$ cat src/rtl/servo_pkg.sv
// Shared definitions for the servo PWM generator: FSM state encoding,
// default 100 MHz timing constants and a constant-foldable clog2 helper.
package servo_pkg;

    typedef enum logic [1:0] {
        S_HIGH = 2'd0,
        S_LOW  = 2'd1,
        S_UPD  = 2'd2
    } state_t;

    localparam int PERIOD_CYCLES_DEF = 2000000;  // 20 ms frame at 100 MHz
    localparam int PULSE_MIN_DEF     = 100000;   // 1 ms high time at position 0
    localparam int STEP_CYCLES_DEF   = 390;
    localparam int POS_W_DEF         = 8;

    // Smallest r with 2**r >= value.
    function automatic int clog2(input longint value);
        int     r;
        longint v;
        r = 0;
        v = 1;
        while (v < value) begin
            v = v << 1;
            r = r + 1;
        end
        return r;
    endfunction

endpackage

$ cat src/rtl/servo_frame_timer.sv
// PWM frame counter: pcnt runs 0..PERIOD_CYCLES-1 and wraps; frame_end
// flags the last cycle of the frame.
module servo_frame_timer
    import servo_pkg::*;
#(
    parameter int PERIOD_CYCLES = PERIOD_CYCLES_DEF,
    parameter int CNT_W         = clog2(PERIOD_CYCLES + 1)
) (
    input  logic             CLK,
    input  logic             RST,
    output logic [CNT_W-1:0] pcnt,
    output logic             frame_end
);

    localparam logic [CNT_W-1:0] PCNT_LAST = CNT_W'(PERIOD_CYCLES - 1);

    assign frame_end = (pcnt == PCNT_LAST);

    // Wrap counter, restarts a fresh frame on reset.
    always_ff @(posedge CLK or posedge RST) begin
        if (RST) begin
            pcnt <= '0;
        end else if (frame_end) begin
            pcnt <= '0;
        end else begin
            pcnt <= pcnt + CNT_W'(1);
        end
    end

endmodule

$ cat src/rtl/servo_pwm_gen.sv
// Servo PWM generator for one axis. Latches step requests from the sweep
// counters, steps the position once per frame at the frame end, and drives
// the servo pulse plus end-stop flags back to the sweep counters.
// Build option SERVO_CENTER_RST_EN: reset to mid-travel instead of position 0.
//
// state  | meaning
// S_HIGH | pulse phase, PWM high until pcnt == thr-1
// S_LOW  | remainder of the frame, PWM low
// S_UPD  | last frame cycle, apply at most one position step
module servo_pwm_gen
    import servo_pkg::*;
#(
    parameter int PERIOD_CYCLES = PERIOD_CYCLES_DEF,
    parameter int PULSE_MIN     = PULSE_MIN_DEF,
    parameter int STEP_CYCLES   = STEP_CYCLES_DEF,
    parameter int POS_W         = POS_W_DEF
) (
    input  logic             CLK,
    input  logic             RST,
    input  logic             CNT_L,
    input  logic             CNT_R,
    output logic             PWM,
    output logic             PWM_limit,
    output logic             LIM_L,
    output logic             LIM_R,
    output logic [POS_W-1:0] POS
);

    localparam int TW = clog2(PERIOD_CYCLES + 1);
    localparam logic [POS_W-1:0] POS_MAX = '1;
`ifdef SERVO_CENTER_RST_EN
    localparam logic [POS_W-1:0] POS_RST = POS_W'(1 << (POS_W - 1));
`else
    localparam logic [POS_W-1:0] POS_RST = '0;
`endif
    localparam logic [TW-1:0] THR_RST  = TW'(PULSE_MIN + int'(POS_RST) * STEP_CYCLES);
    localparam logic [TW-1:0] STEP_T   = TW'(STEP_CYCLES);
    localparam logic [TW-1:0] PCNT_PRE = TW'(PERIOD_CYCLES - 2);
    localparam longint THR_MAX = longint'(PULSE_MIN)
                               + ((longint'(1) << POS_W) - 1) * longint'(STEP_CYCLES);

    // The widest pulse must still leave room for the low phase and S_UPD.
    generate
        if (PULSE_MIN < 1 || PERIOD_CYCLES < 3 || THR_MAX >= longint'(PERIOD_CYCLES)) begin : g_bad_cfg
            $error("servo_pwm_gen: pulse range does not fit inside the frame");
        end
    endgenerate

    state_t           state;
    state_t           state_nxt;
    logic [TW-1:0]    pcnt;
    logic             frame_end;
    logic [TW-1:0]    thr;
    logic [TW-1:0]    thr_nxt;
    logic [POS_W-1:0] pos_nxt;
    logic             req_l;
    logic             req_r;
    logic             upd;
    logic             eff_l;
    logic             eff_r;
    logic             pwm_d;

    servo_frame_timer #(
        .PERIOD_CYCLES (PERIOD_CYCLES),
        .CNT_W         (TW)
    ) u_frame_timer (
        .CLK       (CLK),
        .RST       (RST),
        .pcnt      (pcnt),
        .frame_end (frame_end)
    );

    // FSM state register.
    always_ff @(posedge CLK or posedge RST) begin
        if (RST) begin
            state <= S_HIGH;
        end else begin
            state <= state_nxt;
        end
    end

    // Next state; S_HIGH can skip S_LOW when the pulse fills the frame.
    always_comb begin
        state_nxt = state;
        case (state)
            S_HIGH: begin
                if (pcnt == PCNT_PRE) begin
                    state_nxt = S_UPD;
                end else if (pcnt == thr - TW'(1)) begin
                    state_nxt = S_LOW;
                end
            end
            S_LOW: begin
                if (pcnt == PCNT_PRE) begin
                    state_nxt = S_UPD;
                end
            end
            S_UPD:   state_nxt = S_HIGH;
            default: state_nxt = S_HIGH;
        endcase
    end

    // FSM output; registered below so the pulse starts one cycle after pcnt 0.
    always_comb begin
        pwm_d = (state == S_HIGH);
    end

    // Step decision; requests arriving in the update cycle itself still count.
    always_comb begin
        upd     = (state == S_UPD) && frame_end;
        eff_l   = req_l | CNT_L;
        eff_r   = req_r | CNT_R;
        pos_nxt = POS;
        thr_nxt = thr;
        if (upd && eff_l && !eff_r && POS != '0) begin
            pos_nxt = POS - POS_W'(1);
            thr_nxt = thr - STEP_T;
        end else if (upd && eff_r && !eff_l && POS != POS_MAX) begin
            pos_nxt = POS + POS_W'(1);
            thr_nxt = thr + STEP_T;
        end
    end

    // Position, threshold, request latches and registered outputs.
    always_ff @(posedge CLK or posedge RST) begin
        if (RST) begin
            PWM       <= 1'b0;
            POS       <= POS_RST;
            thr       <= THR_RST;
            req_l     <= 1'b0;
            req_r     <= 1'b0;
            LIM_L     <= (POS_RST == '0);
            LIM_R     <= (POS_RST == POS_MAX);
            PWM_limit <= (POS_RST == '0) || (POS_RST == POS_MAX);
        end else begin
            PWM       <= pwm_d;
            POS       <= pos_nxt;
            thr       <= thr_nxt;
            req_l     <= (state == S_UPD) ? 1'b0 : (req_l | CNT_L);
            req_r     <= (state == S_UPD) ? 1'b0 : (req_r | CNT_R);
            LIM_L     <= (pos_nxt == '0);
            LIM_R     <= (pos_nxt == POS_MAX);
            PWM_limit <= (pos_nxt == '0) || (pos_nxt == POS_MAX);
        end
    end

endmodule

$ cat config.mk
export PLATFORM = sky130hd
export DESIGN_NAME = servo_pwm_gen
export DESIGN_NICKNAME = d
export VERILOG_FILES = /design/src/rtl/servo_pkg.sv /design/src/rtl/servo_frame_timer.sv /design/src/rtl/servo_pwm_gen.sv
export SDC_FILE = /design/constraint.sdc
export NUM_CORES = 1
export LEC_CHECK = 0
export BUFFER_PORTS_ARGS = -buffer_cell sky130_fd_sc_hd__buf_2
export CORE_ASPECT_RATIO = 0.5
export CORE_UTILIZATION = 60
export DETAILED_ROUTE_END_ITERATION = 12
export HOLD_SLACK_MARGIN = 0.15
export PLACE_DENSITY = 0.78
export SYNTH_ARGS = -nofsm -noshare
export SYNTH_HDL_FRONTEND = slang
export SYNTH_SLANG_ARGS = --single-unit
$ cat constraint.sdc
create_clock -name CLK -period 5 [get_ports CLK]
set_input_delay 0 -clock CLK [delete_from_list [all_inputs] [get_ports CLK]]
set_output_delay 0 -clock CLK [all_outputs]
set_load 0.02 [all_outputs]
======== After elaboration in Yosys (flattened, before gate mapping) ========
Cells that the tools add are included.
storage, ports and cells
  flip-flop bits (word level) ............. 58
  input port bits ......................... 4
  word-level logic and storage cells ...... 53
operators by class
  add/subtract/negate cells ............... 6
  eq/ne operators ......................... 9
  multiplexer cells ....................... 11
  bitwise gates (word level) .............. 2
  reductions and logical operators ........ 15
operators with widths
  kind                                                    number
  two-way mux 21 bit                                      3
  == test 21 bit (second input constant)                  2
  adder 21 x 1 -> 21 bit (second input constant)          1
  adder 21 x 9 -> 21 bit (second input constant)          1
  == test 21 bit                                          1
  subtractor 21 x 1 -> 21 bit (second input constant)     1
  subtractor 21 x 9 -> 21 bit (second input constant)     1
  two-way mux 8 bit                                       2
  adder 8 x 1 -> 8 bit (second input constant)            1
  == test 8 bit (second input constant)                   1
  zero test 8 bit                                         1
  inequality test 8 bit (second input constant)           1
  nonzero test 8 bit                                      1
  subtractor 8 x 1 -> 8 bit (second input constant)       1
  logical AND 1 bit                                       7
  two-way mux 2 bit                                       3
  case mux 2 bit (2 select lines)                         1
  inequality test 3 x 1 -> 1 bit (second input constant)  1
  == test 2 x 1 -> 1 bit (second input constant)          1
  == test 2 bit (second input constant)                   1
  zero test 1 bit                                         2
  zero test 2 bit                                         1
  two-way mux 1 bit                                       2
  inequality test 2 bit (second input constant)           1
  4 further kinds                                         5

======== Logic depth before layout (Yosys ltp) ========
Gate-level depths: netlist of run 1.
  word-level depth ........................ 9
  gate-level depth with buffers ........... 16
  mapped depth without buffers ............ 15

======== Cells and area by module ========
A second synthesis of run 1 with hierarchy kept.
second synthesis, totals
  cell total of the unflattened synthesis .. 491
  area, all modules ....................... 4314.1 um2
by module, submodules not included
  module             times used  cells an instance  area an instance (um2)  sequential area each (um2)
  servo_pwm_gen      1           395                3318.2                  910.9
  servo_frame_timer  1           96                 996.0                   525.5

======== Least setup slack after synthesis of run 1 ========
No wires, ideal clock.
  kind .................................... register to register
  start point ............................. register POS[0]
  end point ............................... register thr[19]
  setup time .............................. 136 ps
  arrival time ............................ 3825 ps
  data required time ...................... 4864 ps
  path slack .............................. 1039 ps
  cell stages (with the launch flop) ...... 17
  buffers on the path ..................... 1
  period minus slack after synthesis ...... 3961 ps
  cell sequence ........................... dfrtp_1 -> inv_1 -> ha_1 -> or3b_2 -> o211ai_1 -> or4_4 -> buf_6 -> inv_4 -> ha_1 -> a21o_1 -> a21o_1 -> a2111oi_0 -> o31a_1 -> o211ai_1 -> a31oi_1 -> xor2_1 -> o21ai_0
on the way
  cells in the longest elaborated chain, start to end .. 3
  elaborated cells on any way between the ends .. 6
  those cells by class .................... eq/ne (1); mux (1); reduce/logical (4)
RTL lines
  item                                                                       RTL line                                    source
  from (decl)                                                                servo_pwm_gen.sv:26                         output logic [POS_W-1:0] POS
  from (signal assigned)                                                     servo_pwm_gen.sv:137                        POS <= pos_nxt;
  inequality test 8 bit or nonzero test 8 bit (tied branches)                servo_pwm_gen.sv:118, servo_pwm_gen.sv:115
  logical AND 1 bit (on tied branches)                                       servo_pwm_gen.sv:118, servo_pwm_gen.sv:115
  nonzero test 2 bit (no source line) or two-way mux 21 bit (tied branches)  --
  to (signal assigned)                                                       servo_pwm_gen.sv:138                        thr <= thr_nxt;
  to (decl)                                                                  servo_pwm_gen.sv:53                         logic [TW-1:0] thr;
Parallel ways exist; a longest one is shown, timed or not.
A chain may end at the register's enable or synchronous reset.

======== Worst setup path after layout of run 1 ========
  start point ............................. register POS[0]
  end point ............................... register thr[20]
The elaborated chain is that of the path after synthesis.

==> metrics.cfg, run 1 <==
[pwr]
power.share.sequential=0.402
switchingPower_w=0.000244
static_leakage_nw=2.07
netSwitchingFraction=0.212
worst_ir_drop_vdd_v=0.000178
share_comb_of_total_power=0.011
power.clock.fraction=0.587
internal_power_w=0.000905
power.density_nw_per_um2=247

[timing]
fin_tns_setup_ns=0
grt_setup_unrepaired=false
min_period_over_period=0.857
worst_slew_pin_slew_ns=0.859
relSlewSlack=0.427
min_period_ns=4.28
setup_violations=0
timing.final.max_slew_violations=0
hold_viol=0
achievable-frequency_ghz=0.233
finClkSkew_ns=0.00631

[logic_synthesis]
synth_top_cell_area_share=0.295
yosys-top-cells-area=dfrtp_1 (30%), ha_1 (7.2%), xnor2_1 (7.0%)
share_of_synthesized_registers_carrying_an_async_set_or_reset=1.00
netlist.top_cell.by_area=dfrtp_1
ys_seq_area_frac=0.346
yosysWarnings=0
syn-cell-area_um2=4150
synth_fp_nets=502
syn-instance-count=473
synth-main-ff-cell=dfrtp_1
syn_area_cell_um2=8.77
ys_seq_elements=57
synth_edf_count=0
netlist-cell-type-count=64

[cells_and_area]
syn2layout_area_growth_pct=12.1
design.final.nets=518
share_of_final_layout_standard_cells_stronger_than_drive_strength_1=0.126
final_cell_area_um2=4650
register_area_um2=1440
diodes=0
num-fill-cells=468
multi_input_area_um2=2580

[global_route]
grt_max_degree=58
grt_antenna_before_repair=0
grt_remaining_overflow=0
groute.usage.overall=0.300
vias_in_the_first_global_route=3329
grt_pass1_wl_um=16400

[detailed_routing]
initialDrtViolationCount=313
drt_drc_violations_left=0
post_drt_via_cell_ratio=6.24
wirelength_routed_um=9580
drt_first_pass_iters=4
wire_per_inst_um=16.5
drt.antenna.violating_nets=0
vias=3634

[setup_path]
crit_start=POS[0]$_DFF_PP0_
crit_required_ns=5.26
worst-setup-path-type=register to register
cp_max_fo=16
crit-reg2reg-launch=POS[0]$_DFF_PP0_
timing.critical_path.to_type=register
start_kind=register
critPathArrivalTime_ns=4.54

[die]
io_pins=16
floorplan.initialDensity=0.653
die-area_um2=7270
core_area_um2=6360
core.rowCount=20
die_w_um=120
die_y_um=60.8

[flow_run]
timing.max_cap.violations=0

[cts]
clk_latency_ns=0.34
numCtsBuffers=9
path_clk_slew_ns=0.06
h-tree-depth=3
cts-root-buf=clkbuf_16
postCtsSetupRepairBufs=0
numClockSinks=57
clock_path_buffers=2
clock_tree_from_tritoncts=built

[placement]
placement.io_buffers=15
post_detailed_placement_half_perimeter_wirelength_um=6820
postPlaceCellArea_um2=4290
gp_routability_congestion=0.888

[run_status]
outcome=finished clean

[min_path]
hold_class=input pin to async pin

registers in the layout, summed over array words and instances, names as in the netlist:
signal              count
u_frame_timer.pcnt     21
thr                    20
POS                     8
state                   2
LIM_L                   1
LIM_R                   1
PWM                     1
PWM_limit               1
req_l                   1
req_r                   1
stage by stage:
| step | instances | hold slack [ns] | utilization | worst slack [ns] | total power (W) |
|---|---|---|---|---|---|
| 2_1_floorplan | 473 | 0.155 | - | 1.04 | 0.000476 |
| 3_3_place_gp | 563 | 0.251 | 0.675 | 0.855 | 0.000481 |
| 3_5_place_dp | 563 | 0.246 | 0.675 | 0.775 | 0.000481 |
| 4_1_cts | 582 | 0.452 | 0.732 | 0.731 | 0.00116 |
| 5_1_grt | 582 | 0.495 | 0.732 | 0.334 | 0.00118 |
| 6_report | 582 | 0.437 | 0.732 | 0.717 | 0.00115 |
worst max-delay path, stage by stage (launching register included):
cell and delay, ns:
dfrtp_1 0.47, inv_1 0.11, ha_1 0.22, or3b_2 0.22, o211ai_1 0.13, or4_4 0.62
inv_4 0.21, ha_1 0.32, a21oi_1 0.18, o21ai_0 0.14, a2111o_1 0.44, o31ai_1 0.43
o311a_1 0.29, a21oi_1 0.10, mux2i_1 0.17, xor2_1 0.15
cells by family (layout without fill, tap and decap cells):
group	Yosys count	count (layout)	synth area share
DFF	57	57	0.346
and+or+nand+nor	189	189	0.238
adders and majority gates	25	25	0.0772
buffers and inverters	34	55	0.0335
xor gates and xnor gates	64	64	0.137
muxes	5	5	0.0130
AOI/OAI and AO/OA	99	99	0.156
area by class of cell:
cell class              instances  area share
multi-input cells             382       0.554
flip-flops and latches         57       0.309
clock buffers                   9      0.0484
repair buffers                 21      0.0274
well taps                      88      0.0237
clock inverters                 7      0.0221
inverters                      18      0.0151
Yosys cell counts, types with 10 or more instances:
cell	number
o21ai_0	29
ha_1	24
inv_1	16
xnor2_1	33
dfrtp_1	49
a21oi_1	22
xor2_1	30
nand3_1	16
nand2_1	47
nor3_1	15
nand4_1	10
clkbuf_1	14
nor2_1	48
power groups by stage:
stage	combinational (W)	clock (W)	sequential, W
after floorplan	0.00000669	0	0.000470
final	0.0000125	0.000674	0.000462
after global placement	0.0000114	0	0.000470
after global routing	0.0000148	0.000701	0.000462
after detailed placement	0.0000113	0	0.000470
after CTS	0.0000132	0.000681	0.000462
cell usage in the layout, fill, tap and decap left out, types with 16 or more instances in the layout:
cell,netlist,final
xor2_1,30,30
nand2_1,47,47
a21oi_1,22,22
nor2_1,48,48
dfrtp_1,49,49
nand3_1,16,16
o21ai_0,29,28
ha_1,24,24
xnor2_1,33,33
worst paths after layout:
path / end / slack (ns) / cells past startpoint
max reg2reg: thr[20]$_DFFE_PP0P_ / 0.72 / 15
max: thr[20]$_DFFE_PP0P_ / 0.72 / 15
min in group CLK: req_l$_DFF_PP0_ / 0.46 / 4
min: u_frame_timer.pcnt[18]$_DFF_PP0_ / 0.44 / 4
max in group asynchronous: thr[19]$_DFFE_PP0P_ / 4.07 / 4
min reg2reg: PWM$_DFF_PP0_ / 0.50 / 1
timing repair:
item	4_1_cts	5_1_grt
hold endpoints to repair	51	0
resized for setup	0	0
setup endpoints to repair	0	0
hold buffers	3	0
routing by layer:
layer / vias up / share of wire / global-route usage / wire, um
met3: 19 / 0.063 / 0.0677 / 604
li1: 1754 / - / - / -
met4: 0 / 0.021 / 0.129 / 200
met5: - / 0 / 0 / 0
met2: 129 / 0.44 / 0.472 / 4180
met1: 1732 / 0.48 / 0.408 / 4600
Power figures use the tool's default switching activity.
==> inputs of run 2 (changes only) <==
--- a/config.mk
+++ b/config.mk
@@ -5,12 +5,13 @@
 export SDC_FILE = /design/constraint.sdc
 export NUM_CORES = 1
 export LEC_CHECK = 0
+export ABC_AREA = 1
 export BUFFER_PORTS_ARGS = -buffer_cell sky130_fd_sc_hd__buf_2
 export CORE_ASPECT_RATIO = 0.5
 export CORE_UTILIZATION = 60
 export DETAILED_ROUTE_END_ITERATION = 12
 export HOLD_SLACK_MARGIN = 0.15
-export PLACE_DENSITY = 0.78
+export PLACE_DENSITY = 0.77
 export SYNTH_ARGS = -nofsm -noshare
 export SYNTH_HDL_FRONTEND = slang
 export SYNTH_SLANG_ARGS = --single-unit
==> run 2 against run 1 <==
Compared with the run above: worst setup slack improved by 0.64 ns; non-clock buffer count fell by 2; synthesized cell count grew 40%; clock power fell by 8.3%; combinational power is essentially flat; clock skew increased by 0.0036 ns; global-route usage shrank 0.81 points; synthesized area increased by 11%; sequential power hardly changed; largest cell class unchanged.
==> metrics.cfg, run 2 <==
[global_route]
grt_antenna_before_repair=0  ; unchanged
grt_pass1_wl_um=18300  ; +12%
grt_remaining_overflow=0  ; unchanged
groute.usage.overall=0.292  ; -0.00812
vias_in_the_first_global_route=4029  ; +21%
grt_max_degree=58  ; unchanged

[timing]
hold_viol=0  ; unchanged
worst_slew_pin_slew_ns=0.915  ; +0.0552 ns
min_period_over_period=0.729  ; -0.128
grt_setup_unrepaired=false
finClkSkew_ns=0.00992  ; +0.00361 ns
timing.final.max_slew_violations=0  ; unchanged
min_period_ns=3.64  ; -0.638 ns
worst_hold_slack_ns=0.415  ; -0.0220 ns
relSlewSlack=0.388  ; -0.0389
fin_tns_setup_ns=0  ; unchanged
setup_violations=0  ; unchanged
achievable-frequency_ghz=0.274  ; +18%

[detailed_routing]
initialDrtViolationCount=220  ; -30%
post_drt_via_cell_ratio=5.48  ; -12%
drt_first_pass_iters=5  ; +1
drt.antenna.violating_nets=0  ; unchanged
wirelength_routed_um=10900  ; +14%
vias=4295  ; +18%
drt_drc_violations_left=0  ; unchanged
wire_per_inst_um=13.9  ; -16%

[cells_and_area]
finish.cell_count_without_fillers=784  ; +35%
diodes=0  ; unchanged
biggestRegsByFlops=u_frame_timer.pcnt: 21 flops, thr: 20 flops, POS: 8 flops
design.final.nets=713  ; +38%
final_cell_mix=nand2_1 (142), inv_1 (93), nor2_1 (85), nand3_1 (57), dfrtp_1 (49)
share_of_final_layout_standard_cells_stronger_than_drive_strength_1=0.105  ; -0.0209
num-fill-cells=637  ; +36%
most_frequent_standard_cell_in_the_layout_excluding_fill_and_tap_cells=nand2_1
largest_reg_flops=21  ; unchanged
syn2layout_area_growth_pct=10.3
max_flop_register=u_frame_timer.pcnt

[run_status]
outcome=finished clean

[setup_path]
cp_max_fo=17  ; +1
crit-reg2reg-launch=POS[0]$_DFF_PP0_
timing.critical_path.to_type=register
critPathArrivalTime_ns=3.89  ; -0.65 ns
reg2reg_setup_slack_ns=1.36  ; +0.64 ns
crit_required_ns=5.25  ; about the same
r2r-end=thr[18]$_DFFE_PP0P_
worst-r2r-cell-count=17  ; +2
start_kind=register
worst-setup-path-type=register to register

[cts]
cts-root-buf=clkbuf_16
h-tree-depth=3  ; unchanged
clock_path_buffers=2  ; unchanged
numClockSinks=57  ; unchanged
path_clk_slew_ns=0.06  ; about the same
clk_latency_ns=0.33  ; about the same
clock_tree_from_tritoncts=built
numCtsBuffers=9  ; unchanged

[flow_run]
timing.max_cap.violations=0  ; unchanged

[die]
core.rowCount=22  ; +10%
io_pins=16  ; unchanged
die-area_um2=8090  ; +11%
floorplan.initialDensity=0.625  ; -0.0282
die_y_um=64.1  ; +5.4%
core_area_um2=7400  ; +16%
die_w_um=126  ; +5.5%

[logic_synthesis]
syn-instance-count=661  ; +40%
yosysWarnings=0  ; unchanged
synth.cells.most_frequent=nand2_1 (142), inv_1 (94), nor2_1 (85)
yosys-top-cells-area=dfrtp_1 (27%), nand2_1 (12%), inv_1 (7.6%)
netlist.top_cell.by_area=dfrtp_1
synth_top_cell_area_share=0.265  ; -0.0304
share_of_synthesized_registers_carrying_an_async_set_or_reset=1.00  ; unchanged
ys_seq_area_frac=0.311  ; -0.0356
ys_seq_elements=57  ; unchanged
synth_fp_nets=690  ; +37%
synth_edf_count=0  ; unchanged
most_frequent_cell_after_synthesis=nand2_1
netlist-cell-type-count=45  ; -30%
synth-main-ff-cell=dfrtp_1
syn_area_cell_um2=7.00  ; -20%
syn-cell-area_um2=4630  ; +11%

[min_path]
hold_class=input pin to async pin

[placement]
post_detailed_placement_half_perimeter_wirelength_um=8390  ; +23%
placedCellCount=766  ; +36%
gp_routability_congestion=0.960  ; +8.1%
placement.io_buffers=15  ; unchanged

[pwr]
power.density_nw_per_um2=214  ; -13%
worst_ir_drop_vdd_v=0.000152  ; -14%
static_leakage_nw=2.64  ; +28%

run 2: cell count changes after synthesis, sizes merged, moves of 6 or more:
| cell | before | now |
|---|---|---|
| a21oi | 22 | 30 |
| and4 | 6 | 0 |
| clkbuf | 14 | 0 |
| inv | 18 | 99 |
| nand2 | 47 | 150 |
| nand3 | 17 | 61 |
| nand4 | 10 | 17 |
| nor2 | 48 | 91 |
| nor4 | 8 | 0 |
| o21ai | 31 | 37 |
| xnor2 | 34 | 17 |
run 2: area by class of cell:
type	count	area [um2]	share of cell area
clock inverter	3	40.0	0.00785
multi-input combinational	496	2760	0.540
timing repair buffer	19	113	0.0221
tap	96	120	0.0235
clock buffer	12	256	0.0503
sequential	57	1440	0.282
inverter	101	380	0.0746
run 2: kinds of logic after synthesis:
| family | Yosys count | synth area share |
|---|---|---|
| AO/OA/AOI/OAI | 88 | 0.110 |
| XOR/XNOR | 45 | 0.0852 |
| adder cells (fa/ha/maj) | 25 | 0.0692 |
| buffers and inverters | 108 | 0.0939 |
| flip-flops | 57 | 0.311 |
| AND/OR/NAND/NOR | 338 | 0.331 |
run 2: repair_timing:
item,CTS,global route
buffers inserted,0,0
resized for setup,0,0
endpoints found under the hold margin,51,0
hold buffers,3,0
run 2: worst max path at each step:
stage	from	to	depth (start not counted)
after CTS	POS[0]$_DFF_PP0_	thr[18]$_DFFE_PP0P_	17
after global placement	POS[0]$_DFF_PP0_	thr[18]$_DFFE_PP0P_	17
final	POS[0]$_DFF_PP0_	thr[18]$_DFFE_PP0P_	17
after global routing	POS[0]$_DFF_PP0_	thr[18]$_DFFE_PP0P_	17
after floorplan	POS[0]$_DFF_PP0_	thr[18]$_DFFE_PP0P_	17
after detailed placement	POS[0]$_DFF_PP0_	thr[18]$_DFFE_PP0P_	17
run 2: layer usage:
metal / track usage / wire length [um]
met2: 0.472 / 4880
met3: 0.0578 / 597
met5: 0 / 0
met1: 0.388 / 5190
met4: 0.117 / 223
run 2: power by group:
group | internal [W] | total (W) | switching, W
clock | 0.000408 | 0.000618 | 0.000210
combinational | 0.00000292 | 0.0000122 | 0.00000924
sequential | 0.000462 | 0.000462 | 0.00000000000000000000870
run 2: critical path, stage by stage (launching register included):
cell and delay, ns:
dfrtp_1 0.40, inv_1 0.11, ha_1 0.21, nand3_1 0.09
nor2_2 0.05, nor2_1 0.69, nand2_4 0.18, clkinv_2 0.27
ha_1 0.36, a21oi_1 0.20, nand2_1 0.12, nand3_1 0.09
nand3_1 0.15, a21oi_1 0.29, o21ai_0 0.11, nand2_1 0.07
nand3_1 0.07, o21ai_0 0.09
run 2: per-stage QoR:
step / power [W] / instance area (um2) / worst slack [ns] / util
2_1_floorplan: 0.000476 / 4630 / 2.18 / -
3_3_place_gp: 0.000481 / 4770 / 1.50 / 0.645
3_5_place_dp: 0.000481 / 4770 / 1.40 / 0.645
4_1_cts: 0.00110 / 5100 / 1.37 / 0.689
5_1_grt: 0.00112 / 5100 / 0.987 / 0.689
6_report: 0.00109 / 5100 / 1.36 / 0.689
